### src/rtl/bist_scheduler.sv
// Round-robin scheduler sharing one BIST pulse controller among N_REQ requesters.
// Issues a start pulse per grant, tracks the session and checks the MISR signature.
module bist_scheduler #(
    parameter int N_REQ     = 4,
    parameter int SIG_W     = 16,
    parameter int START_LEN = 2,
    parameter int TIMEOUT   = 1023
) (
    input  logic                   clk,
    input  logic                   reset,
    input  logic [N_REQ-1:0]       req,
    input  logic [N_REQ*SIG_W-1:0] golden,
    input  logic [SIG_W-1:0]       sig_in,
    input  logic                   ctl_running,
    input  logic                   ctl_bist_end,
    output logic                   ctl_start,
    output logic [N_REQ-1:0]       grant,
    output logic [N_REQ-1:0]       done,
    output logic                   pass,
    output logic                   timeout_err,
    output logic                   busy
);

    localparam int IDX_W = $clog2(N_REQ);
    localparam int CNT_W = $clog2(TIMEOUT + 1);
    localparam logic [CNT_W-1:0] START_CNT = CNT_W'(START_LEN);
    localparam logic [CNT_W-1:0] TO_CNT    = CNT_W'(TIMEOUT);
    localparam logic [IDX_W-1:0] LAST_IDX  = IDX_W'(N_REQ - 1);

    typedef enum logic [2:0] {
        IDLE,
        START,
        WAIT_RUN,
        WAIT_END,
        CHECK,
        DONE
    } state_t;

    state_t             state;
    state_t             state_nx;
    logic [IDX_W-1:0]   rr_ptr;
    logic [IDX_W-1:0]   owner;
    logic [IDX_W-1:0]   pick_idx;
    logic [N_REQ-1:0]   pick_oh;
    logic               pick_found;
    logic [CNT_W-1:0]   cnt;
    logic               start_nx;
    logic               abort;
    logic               pass_r;
    logic               to_r;
    logic               sig_match;
    logic [SIG_W-1:0]   gold_arr [N_REQ];

    for (genvar g = 0; g < N_REQ; g++) begin : g_gold
        assign gold_arr[g] = golden[g*SIG_W +: SIG_W];
    end

    assign sig_match = (sig_in == gold_arr[owner]);

    // First requester at or after rr_ptr, wrapping around.
    always_comb begin
        pick_idx   = '0;
        pick_found = 1'b0;
        pick_oh    = '0;
        for (int unsigned i = 0; i < N_REQ; i++) begin
            int unsigned      j;
            logic [IDX_W-1:0] jj;
            j  = (32'(rr_ptr) + i) % N_REQ;
            jj = IDX_W'(j);
            if (!pick_found && req[jj]) begin
                pick_found = 1'b1;
                pick_idx   = jj;
            end
        end
        pick_oh[pick_idx] = 1'b1;
    end

    always_ff @(posedge clk or negedge reset) begin
        if (!reset) begin
            state <= IDLE;
        end else begin
            state <= state_nx;
        end
    end

    always_comb begin
        state_nx    = state;
        start_nx    = 1'b0;
        abort       = 1'b0;
        busy        = (state != IDLE);
        done        = '0;
        pass        = 1'b0;
        timeout_err = 1'b0;
        case (state)
            IDLE: begin
                if (|req) state_nx = START;
            end
            START: begin
                start_nx = (cnt < START_CNT);
                if (cnt == START_CNT) state_nx = WAIT_RUN;
            end
            // bist_end may still be high from the previous session here
            WAIT_RUN: begin
                if (cnt == TO_CNT) begin
                    abort    = 1'b1;
                    state_nx = DONE;
                end else if (ctl_running) begin
                    state_nx = WAIT_END;
                end
            end
            WAIT_END: begin
                if (cnt == TO_CNT) begin
                    abort    = 1'b1;
                    state_nx = DONE;
                end else if (!ctl_running && ctl_bist_end) begin
                    state_nx = CHECK;
                end
            end
            CHECK: begin
                state_nx = DONE;
            end
            DONE: begin
                done        = grant;
                pass        = pass_r;
                timeout_err = to_r;
                state_nx    = IDLE;
            end
            default: begin
                state_nx = IDLE;
            end
        endcase
    end

    always_ff @(posedge clk or negedge reset) begin
        if (!reset) begin
            ctl_start <= 1'b0;
            grant     <= '0;
            owner     <= '0;
            rr_ptr    <= '0;
            cnt       <= '0;
            pass_r    <= 1'b0;
            to_r      <= 1'b0;
        end else begin
            ctl_start <= start_nx;
            case (state)
                IDLE: begin
                    cnt <= '0;
                    if (|req) begin
                        grant  <= pick_oh;
                        owner  <= pick_idx;
                        pass_r <= 1'b0;
                        to_r   <= 1'b0;
                    end
                end
                START, WAIT_RUN, WAIT_END: begin
                    cnt <= cnt + 1'b1;
                    if (abort) to_r <= 1'b1;
                end
                CHECK: begin
                    pass_r <= sig_match;
                end
                DONE: begin
                    grant  <= '0;
                    cnt    <= '0;
                    rr_ptr <= (owner == LAST_IDX) ? '0 : owner + 1'b1;
                end
                default: begin
                end
            endcase
        end
    end

endmodule

### config.mk
export PLATFORM = sky130hd
export DESIGN_NAME = bist_scheduler
export DESIGN_NICKNAME = d
export VERILOG_FILES = /design/src/rtl/bist_scheduler.sv
export SDC_FILE = /design/constraint.sdc
export NUM_CORES = 1
export LEC_CHECK = 0
export BUFFER_PORTS_ARGS = -buffer_cell sky130_fd_sc_hd__buf_2
export CAP_MARGIN = 20
export CORE_MARGIN = 3
export CORE_UTILIZATION = 49
export CTS_CLUSTER_SIZE = 14
export DETAILED_ROUTE_END_ITERATION = 10
export PLACE_DENSITY = 0.82
export RECOVER_POWER = 50
export SLEW_MARGIN = 20
export SYNTH_ARGS = -nofsm -noshare
export SYNTH_HDL_FRONTEND = slang
export SYNTH_SLANG_ARGS = --single-unit
### constraint.sdc
create_clock -name clk -period 3.4 [get_ports clk]
set_input_delay 0.85 -clock clk [delete_from_list [all_inputs] [get_ports clk]]
set_output_delay 0.85 -clock clk [all_outputs]
set_load 0.05 [all_outputs]
# Yosys cells after proc, flatten, opt, wreduce, memory -nomap -nowiden
# Index checks and enable logic that the tools add are counted.
[word_totals]
word_cells = 101
ff_bits = 24
out_inout_bits = 12
[op_classes]
bitwise_logic = 1
add_sub_neg = 5
eq_ne = 14
muxes = 41
reduce_logical = 24
n_lt_le_gt_ge = 8
[op_table]
columns = ["operator", "count"]
rows = [
  ["$bmux W16 S2", 1],
  ["$mux W16", 2],
  ["$pmux W10 S2", 1],
  ["$mux W3", 6],
  ["$eq A16 B16 Y1", 1],
  ["$lt A2 B3 Y1 const B", 5],
  ["$mux W1", 15],
  ["$pmux W3 S5", 1],
  ["$add A10 B1 Y10 const B", 1],
  ["$eq A10 B10 Y1 const B", 1],
  ["$eq A10 B2 Y1 const B", 1],
  ["$lt A10 B2 Y1 const B", 1],
  ["$mux W2", 5],
  ["$bmux W1 S2", 4],
  ["$mux W4", 2],
  ["$pmux W4 S2", 1],
  ["$reduce_bool A2 Y1", 4],
  ["$eq A3 B2 Y1 const B", 2],
  ["$eq A3 B3 Y1 const B", 2],
  ["$ne A2 B2 Y1 const B", 3],
  ["$ne A3 B3 Y1 const B", 2],
  ["$reduce_and A2 Y1", 3],
  ["$logic_and A1 B1 Y1", 5],
  ["$add A2 B1 Y2 const B", 2],
  ["other kinds (16)", 22],
]

# Longest topological paths before layout
# Gate-level depths: netlist of the first run.
[logic_depth]
depth_word = 18
ltp_mapped = 7
depth_no_buf = 6

# Least setup slack after synthesis of the first run
# Ideal clock, no wire load.
[synth_timing]
kind = "flip-flop to output port"
startpoint = "reg state[0]"
endpoint = "out done[0]"
t_required_ps = 2550
path_stages_with_launch = 5
slack_ps = 1169
arrival_time_ps = 1381
path_cell_list = "dfrtp_1 clkbuf_1 nand2b_1 nor2_1 and2_1"
[synth_via]
elab_chain_len = 2
[synth_lines]
columns = ["item", "line", "source"]
rows = [
  ["from (decl)", "39", "state_t state;"],
  ["from (signal assigned)", "82", "state <= state_nx;"],
  ["$eq A3 B3 Y1", "94", "case (state)"],
  ["$mux W4", "94", ""],
  ["to (decl)", "18", "output logic [N_REQ-1:0] done,"],
]
# Every way passes these cells.

# Worst setup path in the final report of the first run
[layout_timing]
startpoint = "reg state[2]"
endpoint = "out timeout_err"
[layout_via]
elab_chain_len = 2
[layout_lines]
columns = ["item", "line", "source"]
rows = [
  ["$eq A3 B3 Y1", "94", ""],
  ["$mux W1", "94", ""],
  ["to (decl)", "20", "output logic timeout_err,"],
]
# Every way passes these cells.

==> flow_summary.yaml, run 1 <==
sta:
  finalMaxSlewViolations: 0
  fin_skew_ps: 6.67
  setup_tns_ps: 0
  layout_setup_ws_ps: 672
  worst_pin_slew_ps: 1270
  period_needed_ps: 2730
  finalCritPeriodShare_pct: 80.2
  rsz0062_at_grt: "no"
  fmax_mhz: 367
  hold_viol: 0
  setup_viol: 0
  slew_headroom_pct: 15.6
cells_and_area:
  n_antenna_cell: 0
  drive_gt1_share_pct: 39.4
  area_growth_pct: 28.0
  final_core_util_pct: 65.9
  layout.nets: 372
yosys:
  yosysWarnings: 0
  yosys.area.top_type: "dfrtp_1"
  yosys_register_bits: 24
  syn_nets: 277
  synth_cells: 186
  yosys.area_share.simple_pct: 20.1
  synth_area_per_cell_sq_um: 10.3
  ys_seq_area_share_pct: 31.4
  synth-edff-count: 0
  yosysUniqueCellTypes: 40
  synthTopCellsByArea: "dfrtp_1 31%, mux4_1 15%, xor2_1 9.6%"
  synthMuxAreaShare_pct: 21.5
  synth-compound-area-share_pct: 9.88
  syn_area_sq_mm: 0.00191
  ys.flop_type: "dfrtp_1"
  synth_xor_area_share_pct: 11.0
  synth_fa_ha_area_share_pct: 1.96
  synth_top_area_share_pct: 31.4
  async_reset_ff_share_pct: 100
  synth_top_family_by_area: "multiplexers"
die:
  die_area_sq_mm: 0.00469
  die_w_um: 68.5
  ioPinCount: 100
  coreArea_sq_mm: 0.00372
  start_util_pct: 51.5
  rows: 22
  die_h_um: 68.5
place:
  post-dp-hpwl_um: 4060
  gp_congestion: 0.778
  io_buffer_count: 99
  post-place-ws_ps: 931
cts:
  h-tree-depth: 1
  cts-buffers-inserted: 3
  worstSkewPairLatency_ps: 260
  cts_tree: "built"
  post-cts-setup-buffers: 0
  cts_resized: 0
  cts-root-buf: "clkbuf_8"
  cts.clk_slew.worst_paths_ps: 80
  cts_sinks: 24
  cts_buffer_depth: 2
  cts_hold_buffers: 0
detailed_routing:
  drc_errors: 0
  final_antenna_net_count: 0
  firstDrtPassIters: 6
  routed_wirelength_um: 4890
  wire_per_inst_um: 14.9
  via_per_inst: 5.55
  drt-initial-drc-count: 70
  vias: 1814
critical_path:
  worstSetupStartpointType: "flop"
  worstPathRequired_ps: 2550
  arrival_ps: 1880
  endpoint_kind: "output port"
  cp_max_fo: 14
  path_class: "reg2out"
power:
  power.density_mw_per_mm2: 593
  power.leakage_nw: 1.22
  ir_drop_v: 0.000267
global_routing:
  antenna_found_initial: 0
  grt_pass1_vias: 1818
  grt.total_usage_pct: 22.2
  grt_max_degree: 25
  grt_pass1_wl_um: 7720
  overflow: 0
run_status:
  run_status: "complete, no violations"
run:
  maxCapViolCount: 0
worst_hold_path:
  hp-class: "reg2reg"
==> power breakdown <==
part | internal (mW) | switching (mW)
logic | 0.375 | 0.397
clock network | 0.0790 | 0.0826
registers | 0.361 | 0.158
==> cell usage after synthesis, types with 2 or more instances <==
cell type / number
mux4_1: 11
a31oi_1: 2
or3_1: 3
nor2_1: 17
nand3_1: 8
dfrtp_1: 24
xor2_1: 21
a21oi_1: 8
nand4_1: 2
ha_1: 3
a22o_1: 3
nand2_1: 14
and2_1: 7
o41ai_1: 2
nand2b_1: 5
clkbuf_1: 5
nor4_1: 5
o21ai_0: 6
nor3_1: 6
buf_2: 2
mux4_2: 5
xnor2_1: 3
inv_1: 5
and3_1: 3
==> through the flow <==
stage	instances	hold WS (ps)	instance area [sq um]	total power, mW
2_1_floorplan	186	446	1910	1.15
3_3_place_gp	324	477	2410	1.27
3_5_place_dp	324	486	2410	1.29
4_1_cts	327	505	2450	1.46
5_1_grt	327	539	2450	1.57
6_report	327	499	2450	1.45
==> worst max-delay path, cell delays in order, from the launching register on <==
cell     delay [ps]
dfrtp_1         590
inv_1           170
nor2_1          400
and2_1          190
buf_2           260
==> layer usage <==
layer	up-vias	wire length (um)	track usage, %
met5	-	0	0
met4	0	46	4.47
met3	8	376	2.96
met2	90	2720	44.7
met1	836	1750	23.9
li1	880	-	-
==> logic make-up (layout without fill, tap and decap cells) <==
family / after synthesis / after routing
DFF: 24 / 24
xor gates and xnor gates: 24 / 24
buffers and inverters: 14 / 107
and+or+nand+nor: 75 / 75
muxes: 17 / 17
AOI/OAI and AO/OA: 29 / 29
adders and majority gates: 3 / 3
==> final timing paths <==
path,start,endpoint,slack [ps],cells after the start
max,state[2],timeout_err,670,4
min,grant[0],grant[0],500,2
max reg2reg,owner[0],pass_r,960,5
min reg2reg,grant[0],grant[0],500,2
max in group asynchronous,reset,state[1],1810,1
min in group asynchronous,reset,cnt[5],840,1
==> state kept, by name, summed over array words and instances (netlist names) <==
signal	cells
cnt	10
grant	4
state	3
owner	2
rr_ptr	2
ctl_start	1
pass_r	1
to_r	1
==> placed cells by master (no fill, tap or decap) <==
master,Yosys,layout
nor3_1,6,6
or3b_2,1,1
o21a_1,1,1
nand3b_1,1,1
xor2_1,21,21
nor4_1,5,5
o21ai_1,1,1
a21o_2,1,1
ha_1,3,3
and3_1,3,3
or3_2,1,1
a2bb2oi_1,1,1
clkbuf_8,0,3
nand3_1,8,8
a21oi_1,8,8
mux4_1,11,11
mux2i_1,1,1
buf_2,2,98
dfrtp_1,24,24
a22o_1,3,3
nand4_1,2,2
and2_1,7,7
a31oi_1,2,2
clkbuf_1,5,1
xnor2_1,3,3
or3_1,3,3
nor4_2,1,1
o2bb2ai_1,1,1
o22ai_1,1,1
o22a_1,1,1
a211o_1,1,1
o41ai_1,2,2
mux4_2,5,5
o21ai_0,6,6
nand2b_1,5,5
nand2_1,14,14
nor2b_1,1,1
inv_1,5,5
nor2_1,17,17
==> area by class of cell <==
cell class	instances	area [sq um]
clock buffer	3	41.3
multi-input combinational	148	1230
sequential	24	601
tap	48	60.1
timing repair buffer	99	494
fill	329	1270
inverter	5	18.8
Note: power is estimated with default switching activity, not from simulation.
==> run 2, diff against run 1 <==
Settings changed: CORE_UTILIZATION 49 to 41, PLACE_DENSITY 0.82 to 0.73.
Clock period 3.4 ns to 2.3 ns, I/O delays scaled along.
==> run 2 against run 1 <==
Non-clock buffer count is 7 higher. Routed wire length is 1.3% lower. Global-route usage is 3.7 points lower. First-iteration DRC count is 44% higher. Critical endpoint is now busy. Count of clock-buffer cells in the layout is 1 higher. Register-to-register slack worse by 630 ps. Worst hold slack better by 2.4 ps. Cell count is 3.7% higher. Combinational power is 68% higher. Sequential cell count stayed put.
==> flow_summary.yaml, run 2 (synthesis results as in run 1) <==
critical_path:
  cp_max_fo: 11
  arrival_ps: 1560
  crit_chain: "clkbuf_1, or3_1, buf_2"
  cpPeakStageDelay_ps: 450
  crit_family: "buffers and inverters"
  worstPathRequired_ps: 1730
  path_class: "reg2out"
  worstSetupStartpointType: "flop"
  endpoint_kind: "output port"
  slowest_stage: "or3_1"
  cp_num_buf_inv: 2
place:
  io_buffer_count: 99
  dpl.cell_count: 335
  gp_congestion: 0.813
  post-dp-hpwl_um: 4040
  placed_area_sq_mm: 0.00248
  post-place-ws_ps: 330
sta:
  finalCritPeriodShare_pct: 92.7
  fmax_mhz: 469
  setup_viol: 0
  fin_skew_ps: 5.21
  rsz0062_at_grt: "no"
  whs_ps: 502
  finalMaxSlewViolations: 0
  hold_viol: 0
  setup_tns_ps: 0
  worst_pin_slew_ps: 1250
  period_needed_ps: 2130
  layout_setup_ws_ps: 168
  slew_headroom_pct: 16.8
cts:
  cts_buffer_depth: 2
  cts-buffers-inserted: 3
  worstSkewPairLatency_ps: 270
  post-cts-setup-buffers: 0
  cts-root-buf: "clkbuf_8"
  cts_sinks: 24
  cts.clk_slew.worst_paths_ps: 90
  cts_hold_buffers: 0
  cts_resized: 0
  cts_tree: "built"
  h-tree-depth: 1
cells_and_area:
  n_antenna_cell: 0
  fill_cells: 413
  regMostFlops: "cnt"
  area_growth_pct: 31.9
  largest_reg_flops: 10
  final_core_util_pct: 56.8
  layout.nets: 379
  largestRegisters: "cnt (10), grant (4), state (3)"
  layout_commonest_cell: "buf_2"
  design_area_sq_mm: 0.00252
  fin_cells: 339
  mostFrequentLayoutCells: "97 x buf_2, 24 x dfrtp_1, 21 x xor2_1"
  drive_gt1_share_pct: 40.1
run:
  maxCapViolCount: 0
die:
  ioPinCount: 100
  die_w_um: 74.3
  die_h_um: 74.3
  die_area_sq_mm: 0.00552
  start_util_pct: 43.0
  rows: 24
  coreArea_sq_mm: 0.00444
detailed_routing:
  via_per_inst: 5.39
  final_antenna_net_count: 0
  drt-initial-drc-count: 101
  firstDrtPassIters: 4
  routed_wirelength_um: 4820
  drc_errors: 0
  vias: 1828
  wire_per_inst_um: 14.2
power:
  fin_total_pwr_mw: 2.26
  power.leakage_nw: 1.26
  power.density_mw_per_mm2: 897
  ir_drop_v: 0.000372
global_routing:
  grt_pass1_wl_um: 7940
  antenna_found_initial: 0
  grt_max_degree: 25
  overflow: 0
  grt_pass1_vias: 1732
  grt.total_usage_pct: 18.5
worst_hold_path:
  hp-class: "reg2reg"
run_status:
  run_status: "complete, no violations"
-- run 2: cell count changes in the layout (fill, tap and decap cells not counted), sizes merged --
cell	previous run	this run
buf	98	102
clkbuf	4	8
-- run 2: cell type report --
cell class,instances,area [sq um],share of cell area (%)
Inverter,5,18.8,0.744
Clock buffer,4,55.1,2.18
Tap cell,52,65.1,2.58
Timing Repair Buffer,106,551,21.8
Sequential cell,24,601,23.8
Multi-Input combinational cell,148,1230,48.9
-- run 2: path summary, 6_finish.rpt --
check                      startpoint  cells after the start  slack, ps       end
max                          state[0]                      3        170      busy
min                              to_r                      1        500      to_r
max reg2reg                  owner[0]                      6        330    pass_r
min reg2reg                      to_r                      1        500      to_r
max in group asynchronous       reset                      1       1020      to_r
min in group asynchronous       reset                      1        550  state[0]
-- run 2: routing by layer --
layer | routed length (um) | vias up | GRT usage [%] | part of all wire [%]
met4 | 47 | 0 | 5.53 | 0.97
met2 | 2560 | 71 | 32.3 | 53
met3 | 298 | 4 | 2.43 | 6.2
li1 | - | 899 | - | -
met5 | 0 | - | 0 | 0
met1 | 1920 | 854 | 24.0 | 40
-- run 2: worst reg2reg max path: cells and delay by family, from the launching register on --
kind | cells | cell delay (ps)
multiplexers | 1 | 590
flip-flops | 1 | 440
AND/OR/NAND/NOR | 2 | 410
buffers and inverters | 1 | 190
XOR/XNOR | 1 | 160
AO/OA/AOI/OAI | 1 | 120
-- run 2: power breakdown --
part           total (mW)  switching, mW  internal [mW]
Combinational        1.30          0.691          0.609
Sequential          0.673          0.137          0.536
Clock               0.290          0.138          0.153
